`config.mk`:
```
export PLATFORM = sky130hd
export DESIGN_NAME = fft_frame_source_flat
export DESIGN_NICKNAME = d
export VERILOG_FILES = /design/src/rtl/fft_frame_source_if.sv /design/src/rtl/fft_frame_source.sv /design/src/flat_wrapper.sv
export SDC_FILE = /design/constraint.sdc
export NUM_CORES = 2
export LEC_CHECK = 0
export BUFFER_PORTS_ARGS = -buffer_cell sky130_fd_sc_hd__buf_2
export CAP_MARGIN = 5
export CELL_PAD_IN_SITES_DETAIL_PLACEMENT = 2
export CELL_PAD_IN_SITES_GLOBAL_PLACEMENT = 2
export CORE_AREA = 2 2 361 363
export CTS_CLUSTER_SIZE = 24
export DETAILED_ROUTE_END_ITERATION = 7
export DIE_AREA = 0 0 363 365
export PLACE_DENSITY_LB_ADDON = 0.1
export SLEW_MARGIN = 40
export SYNTH_ARGS = -nofsm -noshare
export SYNTH_HDL_FRONTEND = slang
export SYNTH_SLANG_ARGS = --single-unit
```
`constraint.sdc`:
```
create_clock -name clk -period 16.3 [get_ports clk]
set_clock_uncertainty 0.05 [all_clocks]
set_input_delay 3.26 -clock clk [delete_from_list [all_inputs] [get_ports clk]]
set_output_delay 3.26 -clock clk [all_outputs]
set_load 0.005 [all_outputs]
```
`src/rtl/fft_frame_source_if.sv`:
```
// Upstream sample stream into fft_frame_source: valid/ready handshake carrying
// one complex sample per transfer plus the per-frame inverse request.
interface fft_frame_source_if #(
  parameter int WIDTH = 24
);
  logic             s_valid;
  logic             s_ready;
  logic [WIDTH-1:0] s_r;
  logic [WIDTH-1:0] s_i;
  logic             inverse;

  modport master (output s_valid, s_r, s_i, inverse, input s_ready);
  modport slave  (input s_valid, s_r, s_i, inverse, output s_ready);
endinterface

```
`src/rtl/fft_frame_source.sv`:
```
// Ping-pong frame buffer feeding the streaming FFT input port, with optional per-frame conjugation.
// Define FFT_SRC_BITREV_EN to stream each frame in bit-reversed address order.
module fft_frame_source #(
  parameter int WIDTH      = 24,
  parameter int POINT_LOG2 = 4
) (
  input  logic                 clk,
  input  logic                 rst,
  fft_frame_source_if.slave    src,
  output logic                 fft_valid,
  output logic [WIDTH-1:0]     fft_r,
  output logic [WIDTH-1:0]     fft_i,
  output logic                 fft_sof,
  output logic                 busy,
  output logic [15:0]          frame_cnt
);
  localparam int N = 2 ** POINT_LOG2;

  typedef logic [POINT_LOG2-1:0] cnt_t;
  typedef enum logic {IDLE, STREAM} state_t;

  logic [2*WIDTH-1:0] mem [2*N];

  logic [1:0]  full_q, full_d;
  logic [1:0]  inv_q;
  logic        wr_bank;
  cnt_t        wr_cnt;
  logic        wr_en, wr_last;

  state_t      state_q, state_d;
  logic        rd_bank_q, rd_bank_d;
  cnt_t        rd_cnt_q, rd_cnt_d;
  logic        load, sof_d, free, ld_bank;
  cnt_t        ld_cnt, ld_addr;

  logic [WIDTH-1:0] ld_r, ld_i, ld_i_out;
  logic [WIDTH:0]   neg_i;

  // ---------------------------------------------------------------- write side
  assign src.s_ready = ~full_q[wr_bank];
  assign wr_en       = src.s_valid & src.s_ready;
  assign wr_last     = wr_en & (wr_cnt == '1);

  // NOTE: the sample store has no reset so it maps onto plain RAM; a bank is
  // never read before its FULL flag (which is reset) says it has been written.
  always_ff @(posedge clk) begin
    if (wr_en) mem[{wr_bank, wr_cnt}] <= {src.s_r, src.s_i};
  end

  // NOTE: sequential state uses non-blocking assignments only, so every flop
  // samples pre-edge values regardless of process ordering.
  always_ff @(posedge clk or posedge rst) begin
    if (rst) begin
      wr_bank <= 1'b0;
      wr_cnt  <= '0;
      inv_q   <= '0;
    end else if (wr_en) begin
      if (wr_cnt == '0) inv_q[wr_bank] <= src.inverse;
      wr_cnt <= wr_cnt + cnt_t'(1);
      if (wr_last) wr_bank <= ~wr_bank;
    end
  end

  always_comb begin
    full_d = full_q;
    if (free)    full_d[rd_bank_q] = 1'b0;
    if (wr_last) full_d[wr_bank]   = 1'b1;
  end

  // ---------------------------------------------------------------- read FSM
  // NOTE: every signal written here gets a default first, so no path can
  // leave one unassigned and infer a latch.
  always_comb begin
    state_d   = state_q;
    rd_cnt_d  = rd_cnt_q;
    rd_bank_d = rd_bank_q;
    load      = 1'b0;
    sof_d     = 1'b0;
    free      = 1'b0;
    ld_bank   = rd_bank_q;
    ld_cnt    = rd_cnt_q;
    case (state_q)
      IDLE: begin
        if (full_q[rd_bank_q]) begin
          state_d  = STREAM;
          load     = 1'b1;
          sof_d    = 1'b1;
          ld_cnt   = '0;
          rd_cnt_d = cnt_t'(1);
        end
      end
      STREAM: begin
        if (rd_cnt_q != '0) begin
          load     = 1'b1;
          rd_cnt_d = rd_cnt_q + cnt_t'(1);
        end else begin
          // rd_cnt wrapped: sample N-1 went out last edge, release the bank
          free      = 1'b1;
          rd_bank_d = ~rd_bank_q;
          if (full_q[~rd_bank_q]) begin
            load     = 1'b1;
            sof_d    = 1'b1;
            ld_bank  = ~rd_bank_q;
            ld_cnt   = '0;
            rd_cnt_d = cnt_t'(1);
          end else begin
            state_d = IDLE;
          end
        end
      end
      default: state_d = IDLE;
    endcase
  end

`ifdef FFT_SRC_BITREV_EN
  always_comb begin
    for (int b = 0; b < POINT_LOG2; b++) ld_addr[b] = ld_cnt[POINT_LOG2-1-b];
  end
`else
  assign ld_addr = ld_cnt;
`endif

  assign {ld_r, ld_i} = mem[{ld_bank, ld_addr}];

  // Only -(-2**(WIDTH-1)) can overflow, and only towards the positive limit.
  assign neg_i    = -{ld_i[WIDTH-1], ld_i};
  assign ld_i_out = !inv_q[ld_bank]             ? ld_i :
                    (neg_i[WIDTH] != neg_i[WIDTH-1]) ? {1'b0, {(WIDTH-1){1'b1}}} :
                                                  neg_i[WIDTH-1:0];

  always_ff @(posedge clk or posedge rst) begin
    if (rst) begin
      state_q   <= IDLE;
      rd_bank_q <= 1'b0;
      rd_cnt_q  <= '0;
      full_q    <= '0;
      fft_valid <= 1'b0;
      fft_sof   <= 1'b0;
      fft_r     <= '0;
      fft_i     <= '0;
      frame_cnt <= '0;
    end else begin
      state_q   <= state_d;
      rd_bank_q <= rd_bank_d;
      rd_cnt_q  <= rd_cnt_d;
      full_q    <= full_d;
      fft_valid <= load;
      fft_sof   <= sof_d;
      if (load) begin
        fft_r <= ld_r;
        fft_i <= ld_i_out;
      end
      if (free) frame_cnt <= frame_cnt + 16'd1;
    end
  end

  assign busy = (|full_q) | (state_q == STREAM);

endmodule

```
`src/flat_wrapper.sv`:
```
// flat-port wrapper written by rule: the top's interface ports become plain ports
module fft_frame_source_flat 
#(
  parameter int WIDTH      = 24,
  parameter int POINT_LOG2 = 4
)
  (clk, rst, fft_valid, fft_r, fft_i, fft_sof, busy, frame_cnt, src_s_valid, src_s_r, src_s_i, src_inverse, src_s_ready);
  fft_frame_source_if #(.WIDTH(WIDTH)) src_i ();
  input  logic clk;
  input  logic rst;
  output logic fft_valid;
  output logic [WIDTH-1:0] fft_r;
  output logic [WIDTH-1:0] fft_i;
  output logic fft_sof;
  output logic busy;
  output logic [15:0] frame_cnt;
  input wire logic [$bits(src_i.s_valid)-1:0] src_s_valid;
  input wire logic [$bits(src_i.s_r)-1:0] src_s_r;
  input wire logic [$bits(src_i.s_i)-1:0] src_s_i;
  input wire logic [$bits(src_i.inverse)-1:0] src_inverse;
  output wire logic [$bits(src_i.s_ready)-1:0] src_s_ready;
  assign src_i.s_valid = src_s_valid;
  assign src_i.s_r = src_s_r;
  assign src_i.s_i = src_s_i;
  assign src_i.inverse = src_inverse;
  assign src_s_ready = src_i.s_ready;
  fft_frame_source #(.WIDTH(WIDTH), .POINT_LOG2(POINT_LOG2)) u_core (.clk(clk), .rst(rst), .src(src_i), .fft_valid(fft_valid), .fft_r(fft_r), .fft_i(fft_i), .fft_sof(fft_sof), .busy(busy), .frame_cnt(frame_cnt));
endmodule
```
==> reports/metrics.cfg <==
[floorplanning]
die_area_um2=132000
die_y_um=365
start_util_pct=49.7
fp.coreArea_um2=129000
fp-row-count=132
die_w_um=363
num_io_pins=120

[clock_network]
cts_setup_buffers=0
clk_path_buf_depth=3
cts_tree=done
htree_levels=4
clk_latency_ns=0.85
clk_pin_slew_ns=0.06
clock-root-buffer=clkbuf_16
cts_hold_buf=0
cts-buffers-inserted=168
cts_resized=0
clock-sinks=1616

[power]
p_leak_uw=0.0232
power_density_nw_per_um2=191
vdd_drop_max_mv=0.186

[timing]
worst_slew_margin_rel_pct=36.7
hold_ws_ns=0.418
rsz0062_at_grt=no
worst_pin_slew_ns=0.943
finalCritPeriodShare_pct=53.3
timing.fmax_mhz=115
finalWorstSetupSlack_ns=7.61
setup_tns_ns=0
timing.final.crit_period_ns=8.69
slew_viol_final=0
setup_viol=0
hold_violations=0

[synthesis]
syn_inst=3770
synth_cell_types=97
yosysWarnings=0
syn_area_um2=63900
syn_nets=3831
yosysSeqAreaShare_pct=75.3
ys_ff_latch=1616
ys.flop_type=edfxtp_1
async_reset_ff_share_pct=4.95
avgSynthCellArea_um2=17.0
synth_edf_count=1536

[drt]
vias_per_cell=7.25
final_antenna_net_count=0
drt_wl_total_mm=256
wl_per_cell_um=44.5
drc=0
dr_wl_met3_mm=22.8
first_pass_iters=6
top_layer_used=met5
met2_length_mm=125
dr.first_iter.drc_count=6094
drt-met1-wl_mm=93.8
num_vias=41717

[hold_path]
min_to=u_core.frame_cnt[15]
whs_path_depth=1
hold_start=u_core.frame_cnt[15]
min_path_type=flip-flop to flip-flop

[placed_design]
placed_area_um2=67100
dp_hpwl_mm=133
port_buffers=119
dpl_worst_slack_ns=7.58
place_congestion=0.871
place_inst=5421

[global_routing]
grt_pass1_wl_mm=354
first_global_vias=44120
track_usage_pct=38.6
grt_max_degree=160
antenna_found_initial=18
overflow=0

[layout]
nNetsFinal=3985
syn2layout_area_growth_pct=14.1
fillers=10943
final_cells=5752
seqCellArea_um2=48100
postLayoutCellArea_um2=72900
drive_above_1_share_pct=19.4
multi_input_area_um2=14800

[setup_path]
reg2reg_depth=21
reg2reg_from=u_core.rd_cnt_q[0]
end_kind=flip-flop
cp.required_ns=16.97
path_class=flip-flop to flip-flop
regToRegEndpoint=u_core.fft_i[9]
critPathMaxFanout=36
start_kind=flip-flop
worstPathArrival_ns=9.36
regToRegSetupSlack_ns=7.61

[job]
max_cap_violations=0

[run_status]
status=finished, final reports clean

## worst max-delay path, stage by stage, from the launching register on
cell      delay [ns]
dfrtp_4         0.69
inv_2           0.72
ha_1            0.40
nor3b_1         0.54
nand4_1         0.39
nand2_2         0.55
buf_4           0.74
nand2_1         0.33
o22ai_1         0.28
a32oi_1         0.24
inv_1           0.17
ha_1            0.21
o31ai_2         0.13
nor4_4          0.57
nand4_4         0.28
o31a_1          0.38
ha_1            0.42
clkinv_1        0.28
o21ai_1         0.65
or3_1           0.22
mux2i_1         0.08
a211oi_1        0.21
## layout make-up
class	count	area share (%)
diodes	9	0.0309
clock buffers	219	6.30
clock inverters	95	1.27
inverters	25	0.134
multi-input cells	1859	20.3
flip-flops and latches	1616	66.0
well taps	1675	2.88
repair buffers	254	3.06
## layout by cell type (no fill, tap or decap), drive strengths merged, types with 22 or more instances in the layout
master	count
edfxtp	1536
nor3	80
mux4	156
mux2i	79
or2	22
clkbuf	220
o22ai	142
a221oi	31
o221ai	151
dfrtp	80
nand2	266
o311ai	28
o211ai	33
nand3	67
o21ai	167
clkinv	72
a21oi	112
a31oi	57
nor2	134
inv	29
buf	253
a211oi	50
## layer usage
layer | vias up | GRT usage, %
met5 | - | 0
met4 | 12 | 22.2
met3 | 775 | 8.04
met2 | 2873 | 62.8
met1 | 22290 | 48.5
li1 | 15767 | -
## report_power, final
group	total (µW)	internal, µW	switching, µW
Clock	4060	2260	1800
Combinational	4750	1470	3290
Sequential	5070	4860	211
Total	13900	8590	5300
## state kept, by name (all words and copies together) (netlist names)
signal / count
u_core.fft_valid: 1
u_core.rd_cnt_q: 4
u_core.wr_cnt: 4
u_core.inv_q: 2
u_core.wr_bank: 1
u_core.mem: 1536
u_core.fft_sof: 1
u_core.fft_r: 24
u_core.rd_bank_q: 1
u_core.fft_i: 24
u_core.full_q: 2
u_core.frame_cnt: 16
## how the worst max path moves through the flow
stage	start	endpoint	slack, ns	cells past startpoint
4_1_cts	u_core.rd_cnt_q[0]	u_core.fft_i[9]	7.48	21
5_1_grt	u_core.rd_cnt_q[0]	u_core.fft_i[9]	7.27	21
3_5_place_dp	u_core.rd_cnt_q[0]	u_core.fft_i[9]	7.58	21
2_1_floorplan	src_s_valid	u_core.inv_q[1]	8.40	5
3_3_place_gp	u_core.rd_cnt_q[0]	u_core.fft_i[9]	6.95	21
6_report	u_core.rd_cnt_q[0]	u_core.fft_i[9]	7.61	21
## cells in the mapped netlist (13+ instances only)
cell type / instances / area, µm²
a211oi_1: 50 / 375
a21oi_1: 109 / 546
a221oi_1: 25 / 219
a31oi_1: 57 / 357
and2_1: 14 / 87.6
buf_1: 24 / 90.1
buf_2: 87 / 435
buf_4: 32 / 240
clkbuf_1: 120 / 450
dfrtp_1: 80 / 2000
edfxtp_1: 1536 / 46100
inv_1: 21 / 78.8
mux2_2: 13 / 146
mux2i_1: 77 / 771
mux4_2: 156 / 3510
nand2_1: 266 / 998
nand2b_1: 17 / 106
nand3_1: 67 / 335
nor2_1: 132 / 495
nor3_1: 76 / 380
o211ai_1: 33 / 248
o21ai_0: 158 / 791
o221ai_1: 149 / 1310
o22ai_1: 142 / 888
o311ai_0: 24 / 210
or2_2: 21 / 131
xnor2_1: 18 / 158
## stage by stage
step / power, µW / utilization [%]
after detailed placement: 9610 / 52.2
final: 13900 / 56.7
after global placement: 9270 / 51.6
after CTS: 13800 / 56.5
after floorplan: 7760 / -
after global routing: 14200 / 56.6
## cell families (layout without fill, tap and decap cells)
| kind of cell | after synthesis | count (layout) | synth area share, % |
|---|---|---|---|
| compound gates | 907 | 907 | 10.1 |
| xor+xnor | 23 | 23 | 0.315 |
| fa+ha+maj | 9 | 9 | 0.176 |
| buf+inv | 295 | 593 | 2.17 |
| flops | 1616 | 1616 | 75.3 |
| mux | 250 | 250 | 7.05 |
| other cells | 0 | 9 | 0 |
| simple gates | 670 | 670 | 4.91 |
(Power assumes the default switching activity.)
